<file path="src/rtl/decode_stage.sv">
// MIPS instruction-decode stage: control decode, register file with write-back
// bypass, load-use hazard detection and the ID/EX pipeline register.
module decode_stage #(
  parameter int XLEN     = 32,
  parameter int NUM_REG  = 16,
  parameter int LINK_REG = 15,
  parameter int CNT_W    = 16
) (
  input  logic             clk,
  input  logic             rst,
  input  logic             if_valid,
  input  logic [31:0]      if_instr,
  input  logic [XLEN-1:0]  if_pc,
  input  logic             wb_we,
  input  logic [4:0]       wb_addr,
  input  logic [XLEN-1:0]  wb_data,
  input  logic             ex_memread,
  input  logic [4:0]       ex_wreg,
  input  logic             flush,
  output logic             if_stall,
  output logic             id_valid,
  output logic             id_regwrite,
  output logic             id_memtoreg,
  output logic             id_memread,
  output logic             id_memwrite,
  output logic             id_branch,
  output logic             id_bne,
  output logic             id_jump,
  output logic             id_jr,
  output logic             id_jal,
  output logic             id_alusrc,
  output logic [1:0]       id_aluop,
  output logic [XLEN-1:0]  id_rs_data,
  output logic [XLEN-1:0]  id_rt_data,
  output logic [XLEN-1:0]  id_imm,
  output logic [4:0]       id_rs,
  output logic [4:0]       id_rt,
  output logic [4:0]       id_wreg,
  output logic [4:0]       id_shamt,
  output logic [5:0]       id_opcode,
  output logic [5:0]       id_funct,
  output logic [XLEN-1:0]  id_pc8,
  output logic [CNT_W-1:0] stall_cnt,
  output logic [CNT_W-1:0] flush_cnt
);

  localparam logic [5:0] OP_R    = 6'b000000;
  localparam logic [5:0] OP_J    = 6'b000010;
  localparam logic [5:0] OP_JAL  = 6'b000011;
  localparam logic [5:0] OP_BEQ  = 6'b000100;
  localparam logic [5:0] OP_BNE  = 6'b000101;
  localparam logic [5:0] OP_ADDI = 6'b001000;
  localparam logic [5:0] OP_SLTI = 6'b001010;
  localparam logic [5:0] OP_ANDI = 6'b001100;
  localparam logic [5:0] OP_ORI  = 6'b001101;
  localparam logic [5:0] OP_LW   = 6'b100011;
  localparam logic [5:0] OP_SW   = 6'b101011;
  localparam logic [5:0] FN_JR   = 6'b001000;

  typedef struct packed {
    logic            valid;
    logic            regwrite;
    logic            memtoreg;
    logic            memread;
    logic            memwrite;
    logic            branch;
    logic            bne;
    logic            jump;
    logic            jr;
    logic            jal;
    logic            alusrc;
    logic [1:0]      aluop;
    logic [XLEN-1:0] rs_data;
    logic [XLEN-1:0] rt_data;
    logic [XLEN-1:0] imm;
    logic [4:0]      rs;
    logic [4:0]      rt;
    logic [4:0]      wreg;
    logic [4:0]      shamt;
    logic [5:0]      opcode;
    logic [5:0]      funct;
    logic [XLEN-1:0] pc8;
  } idex_t;

  logic [5:0]       opcode_s;
  logic [5:0]       funct_s;
  logic [4:0]       rs_s;
  logic [4:0]       rt_s;
  logic [4:0]       rd_s;
  logic [4:0]       shamt_s;
  logic [15:0]      imm16_s;
  logic             wb_wen_s;
  logic             uses_rt_s;
  logic             hazard_s;
  logic [XLEN-1:0]  rs_data_s;
  logic [XLEN-1:0]  rt_data_s;
  logic [XLEN-1:0]  regs_r [32];
  idex_t            dec_s;
  idex_t            idex_r;
  logic [CNT_W-1:0] stall_cnt_r;
  logic [CNT_W-1:0] flush_cnt_r;

  assign opcode_s = if_instr[31:26];
  assign rs_s     = if_instr[25:21];
  assign rt_s     = if_instr[20:16];
  assign rd_s     = if_instr[15:11];
  assign shamt_s  = if_instr[10:6];
  assign funct_s  = if_instr[5:0];
  assign imm16_s  = if_instr[15:0];

  // Unimplemented indices never get written, so they hold zero and read as zero.
  assign wb_wen_s = wb_we && (wb_addr != 5'd0) && ({1'b0, wb_addr} < 6'(NUM_REG));

  // Register file storage.
  always_ff @(posedge clk) begin
    for (int i = 0; i < 32; i++) begin
      if (rst) begin
        regs_r[i] <= '0;
      end else if (wb_wen_s && (wb_addr == 5'(i))) begin
        regs_r[i] <= wb_data;
      end else begin
        regs_r[i] <= regs_r[i];
      end
    end
  end

  assign rs_data_s = (wb_wen_s && (wb_addr == rs_s)) ? wb_data : regs_r[rs_s];
  assign rt_data_s = (wb_wen_s && (wb_addr == rt_s)) ? wb_data : regs_r[rt_s];

  // rt is a source only for R-type, branches and stores.
  assign uses_rt_s = (opcode_s == OP_R) || (opcode_s == OP_BEQ) ||
                     (opcode_s == OP_BNE) || (opcode_s == OP_SW);
  assign hazard_s  = if_valid && ex_memread && (ex_wreg != 5'd0) &&
                     ((ex_wreg == rs_s) || (uses_rt_s && (ex_wreg == rt_s)));
  assign if_stall  = hazard_s && !flush;

  // Instruction decode into the next ID/EX contents.
  always_comb begin
    dec_s         = '0;
    dec_s.valid   = if_valid;
    dec_s.rs_data = rs_data_s;
    dec_s.rt_data = rt_data_s;
    dec_s.imm     = XLEN'($signed(imm16_s));
    dec_s.rs      = rs_s;
    dec_s.rt      = rt_s;
    dec_s.shamt   = shamt_s;
    dec_s.opcode  = opcode_s;
    dec_s.funct   = funct_s;
    dec_s.pc8     = if_pc + XLEN'(8);
    case (opcode_s)
      OP_R: begin
        dec_s.aluop = 2'b10;
        dec_s.wreg  = rd_s;
        if (funct_s == FN_JR) begin
          dec_s.jump = 1'b1;
          dec_s.jr   = 1'b1;
        end else begin
          dec_s.regwrite = 1'b1;
        end
      end
      OP_LW: begin
        dec_s.regwrite = 1'b1;
        dec_s.memtoreg = 1'b1;
        dec_s.memread  = 1'b1;
        dec_s.alusrc   = 1'b1;
        dec_s.wreg     = rt_s;
      end
      OP_SW: begin
        dec_s.memwrite = 1'b1;
        dec_s.alusrc   = 1'b1;
      end
      OP_BEQ, OP_BNE: begin
        dec_s.branch = 1'b1;
        dec_s.bne    = (opcode_s == OP_BNE);
        dec_s.aluop  = 2'b01;
      end
      OP_ADDI, OP_SLTI: begin
        dec_s.regwrite = 1'b1;
        dec_s.alusrc   = 1'b1;
        dec_s.wreg     = rt_s;
        dec_s.aluop    = (opcode_s == OP_SLTI) ? 2'b11 : 2'b00;
      end
      OP_ANDI, OP_ORI: begin
        dec_s.regwrite = 1'b1;
        dec_s.alusrc   = 1'b1;
        dec_s.wreg     = rt_s;
        dec_s.aluop    = 2'b11;
        dec_s.imm      = XLEN'(imm16_s);
      end
      OP_J: begin
        dec_s.jump = 1'b1;
      end
      OP_JAL: begin
        dec_s.jump     = 1'b1;
        dec_s.jal      = 1'b1;
        dec_s.regwrite = 1'b1;
        dec_s.wreg     = 5'(LINK_REG);
      end
      default: begin
        dec_s.aluop = 2'b00;
      end
    endcase
  end

  // ID/EX pipeline register; flush, hazard and empty slots all become bubbles.
  always_ff @(posedge clk) begin
    if (rst) begin
      idex_r <= '0;
    end else if (flush || hazard_s || !if_valid) begin
      idex_r <= '0;
    end else begin
      idex_r <= dec_s;
    end
  end

  // Saturating performance counters.
  always_ff @(posedge clk) begin
    if (rst) begin
      stall_cnt_r <= '0;
      flush_cnt_r <= '0;
    end else begin
      if (if_stall && (stall_cnt_r != {CNT_W{1'b1}})) begin
        stall_cnt_r <= stall_cnt_r + CNT_W'(1);
      end else begin
        stall_cnt_r <= stall_cnt_r;
      end
      if (flush && (flush_cnt_r != {CNT_W{1'b1}})) begin
        flush_cnt_r <= flush_cnt_r + CNT_W'(1);
      end else begin
        flush_cnt_r <= flush_cnt_r;
      end
    end
  end

  assign id_valid    = idex_r.valid;
  assign id_regwrite = idex_r.regwrite;
  assign id_memtoreg = idex_r.memtoreg;
  assign id_memread  = idex_r.memread;
  assign id_memwrite = idex_r.memwrite;
  assign id_branch   = idex_r.branch;
  assign id_bne      = idex_r.bne;
  assign id_jump     = idex_r.jump;
  assign id_jr       = idex_r.jr;
  assign id_jal      = idex_r.jal;
  assign id_alusrc   = idex_r.alusrc;
  assign id_aluop    = idex_r.aluop;
  assign id_rs_data  = idex_r.rs_data;
  assign id_rt_data  = idex_r.rt_data;
  assign id_imm      = idex_r.imm;
  assign id_rs       = idex_r.rs;
  assign id_rt       = idex_r.rt;
  assign id_wreg     = idex_r.wreg;
  assign id_shamt    = idex_r.shamt;
  assign id_opcode   = idex_r.opcode;
  assign id_funct    = idex_r.funct;
  assign id_pc8      = idex_r.pc8;
  assign stall_cnt   = stall_cnt_r;
  assign flush_cnt   = flush_cnt_r;

endmodule
</file>
<file path="config.mk">
export PLATFORM = sky130hd
export DESIGN_NAME = decode_stage
export DESIGN_NICKNAME = d
export VERILOG_FILES = /design/src/rtl/decode_stage.sv
export SDC_FILE = /design/constraint.sdc
export NUM_CORES = 2
export LEC_CHECK = 0
export ABC_CLOCK_PERIOD_IN_PS = 12370
export CAP_MARGIN = 20
export CORE_UTILIZATION = 65
export DETAILED_ROUTE_END_ITERATION = 7
export GPL_ROUTABILITY_DRIVEN = 0
export HOLD_SLACK_MARGIN = 0.1
export PLACE_DENSITY = 0.92
export SETUP_SLACK_MARGIN = 0.3
export SLEW_MARGIN = 25
export SYNTH_ARGS = -nofsm -noshare
export SYNTH_HDL_FRONTEND = slang
export SYNTH_SLANG_ARGS = --single-unit
</file>
<file path="constraint.sdc">
create_clock -name clk -period 12.37 [get_ports clk]
set_clock_uncertainty 0.1 [all_clocks]
set_input_delay 2.474 -clock clk [delete_from_list [all_inputs] [get_ports clk]]
set_output_delay 2.474 -clock clk [all_outputs]
set_load 0.02 [all_outputs]
</file>
==> results.json <==
{
  "status": "finished, violations left",
  "violations": "DRC, capacitance limit, slew limit",
  "wl_per_cell_um": 32.8,
  "p_int_mw": 7.31,
  "yosysMostFrequentCell": "edfxtp_1",
  "dp_slack_ps": 4460,
  "max-vdd-ir-drop_mv": 0.117,
  "post_cts_buffers": 0,
  "drive_gt1_share_pct": 20.1,
  "power_leakage_nw": 23.7,
  "h-tree-depth": 3,
  "cts_resized": 0,
  "ys_types": 71,
  "ys_warn_count": 0,
  "worstSetupPathType": "in -> out",
  "ioPinCount": 318,
  "max_freq_ghz": 0.126,
  "die_h_um": 299,
  "yosysSeqAreaShare_pct": 59.9,
  "synth_edf_count": 1024,
  "hold_buffers": 0,
  "synth_mux_area_share_pct": 22.2,
  "dieArea_um2": 89400,
  "yosysTopAreaCell": "edfxtp_1",
  "setup_ws_ps": 4420,
  "seqPwrFrac_pct": 50.0,
  "initial_core_util_pct": 65.9,
  "synth_top_area_share_pct": 53.6,
  "crit_required_ps": 9800,
  "rsz0062_at_grt": "no",
  "grt_pass1_wl_um": 264000,
  "synth_top_family_by_area": "multiplexers",
  "drc": 36,
  "root_buffer": "clkbuf_16",
  "slew_violations": 2,
  "vias": 39846,
  "numCtsBuffers": 118,
  "dp_hpwl_um": 100000,
  "die_w_um": 299,
  "grt_max_degree": 179,
  "finalCriticalPeriod_ps": 7950,
  "ys.flop_type": "edfxtp_1",
  "p_switching_mw": 2.37,
  "crit_arrival_ps": 5380,
  "syn_inst": 3616,
  "firstDrtPassIters": 8,
  "vias_per_cell": 7.12,
  "area_delta_synth_final_pct": 17.4,
  "start_kind": "input port",
  "cts.sinks": 1202,
  "place_area_um2": 63100,
  "track_usage_pct": 41.2,
  "overflow": 0,
  "drt-initial-drc-count": 7313,
  "final_cell_area_um2": 67300,
  "port_buffers": 317,
  "tightest_slew_ps": 1690,
  "yosys.area_share.adder_pct": 0.0655,
  "hp-class": "reg -> reg",
  "antenna_found_initial": 18,
  "finalNetCount": 4433,
  "slew-limit-headroom_pct": -13.6,
  "core_area_um2": 87000,
  "synth_top_cells_by_count": "edfxtp_1, mux4_2, and2_1, clkbuf_1, dfxtp_1",
  "synth-simple-area-share_pct": 9.45,
  "end_kind": "primary output",
  "clock_path_buffers": 3,
  "drtAntennaViolNets": 0,
  "clk_latency_ps": 700,
  "clockPowerShare_pct": 38.6,
  "path_max_fanout": 17,
  "synth_area_um2": 57300,
  "synth_area_leaders": "edfxtp_1, mux4_2, dfxtp_1, and2_1, a22oi_1",
  "synth-async-reset-ratio_pct": 0,
  "cts.clk_slew.worst_paths_ps": 60,
  "synth-compound-area-share_pct": 4.55,
  "totalWireLength_um": 184000,
  "grt_pass1_vias": 41406,
  "final-setup-viol-count": 0,
  "synth.avg_cell_area_um2": 15.9,
  "synth.ff_latch_count": 1202,
  "hold_viol_final": 0,
  "p_comb_share_pct": 11.4,
  "synth-xor-area-share_pct": 0.840,
  "fp-row-count": 108,
  "cts_tree": "yes",
  "fin_tns_setup_ps": 0,
  "post-route-period-util_pct": 64.3,
  "swShare_pct": 24.5,
  "maxCapViolCount": 1,
  "power_density_nw_per_um2": 144
}
-- metal layers --
metal  global-route usage (%)  share of wire [%]
met2                     64.0                 46
met3                     13.9                 15
met1                     46.7                 28
met4                     33.7                9.8
met5                        0              0.010
-- through the flow --
stage	power [mW]	hold WS, ps	utilization [%]	instances
finish	9.68	404	77.3	5595
global placement	5.84	371	72.5	5346
floorplan	5.52	453	-	4159
CTS	9.60	398	77.1	5572
global route	9.86	421	77.3	5586
detailed placement	5.91	386	72.5	5348
-- state kept, by name (all words and copies together), names as in the netlist, 2 cells and up --
register    flops
id_opcode       6
id_wreg         5
regs_r       1024
flush_cnt      16
id_pc8         32
stall_cnt      16
id_imm         17
id_rt           5
id_rs           5
id_rt_data     32
id_rs_data     32
id_aluop        2
-- logic make-up (layout without fill, tap and decap cells) --
family                     after synthesis  count (layout)
AOI/OAI and AO/OA                      375             375
adders and majority gates                3               3
other                                    1             562
muxes                                  623             623
buffers and inverters                  375             638
and+or+nand+nor                        982             982
xor gates and xnor gates                55              55
DFF                                   1202            1202
-- power groups by stage --
stage	Clock (mW)	Combinational, mW	Sequential [mW]
CTS	3.73	1.05	4.82
global route	3.88	1.13	4.85
global placement	0	0.988	4.85
finish	3.74	1.11	4.84
detailed placement	0	1.02	4.89
floorplan	0	0.679	4.84
-- worst max-delay path, stage by stage --
cell             delay, ps
clkdlybuf4s50_1        710
or3_1                  190
o22a_1                 500
nor4_2                  90
nor2_1                 720
inv_1                  110
clkdlybuf4s50_1        570
-- area by class of cell --
class | count | area [µm²]
Antenna cell | 18 | 45.0
Timing Repair Buffer | 395 | 3860
Inverter | 19 | 72.6
Sequential cell | 1202 | 34300
Clock inverter | 56 | 568
Clock buffer | 168 | 3470
Fill cell | 4319 | 19700
Tap cell | 1155 | 1450
Multi-Input combinational cell | 2582 | 23500
-- worst paths after layout --
kind | from | end | slack, ps | cells past startpoint
worst max-delay path | if_instr[29] | if_stall | 4420 | 7
worst min-delay path | stall_cnt[9] | stall_cnt[9] | 400 | 2
worst max register to register | regs_r[15][10] | id_rt_data[10] | 9190 | 5
worst min register to register | stall_cnt[9] | stall_cnt[9] | 400 | 2
-- layout by cell type, fill, tap and decap left out, types with 17 or more instances in the layout --
master	Yosys	layout
conb_1	1	544
a211oi_1	48	44
xor2_1	21	21
mux2_2	35	35
nand3_1	58	58
edfxtp_1	1024	1024
mux4_2	516	516
clkbuf_16	0	124
clkinv_2	1	17
nand2_1	148	148
and2_1	515	513
a21oi_1	52	52
a22oi_1	108	108
clkbuf_1	188	24
nor2_1	132	114
dfxtp_1	178	178
inv_1	18	18
xnor2_1	34	34
nor3_1	22	22
diode_2	0	18
o2111ai_1	30	30
clkdlybuf4s50_1	0	306
buf_4	34	73
mux2i_1	72	72
clkbuf_8	0	20
o21ai_0	65	65
Note: power is estimated with default switching activity, not from simulation.
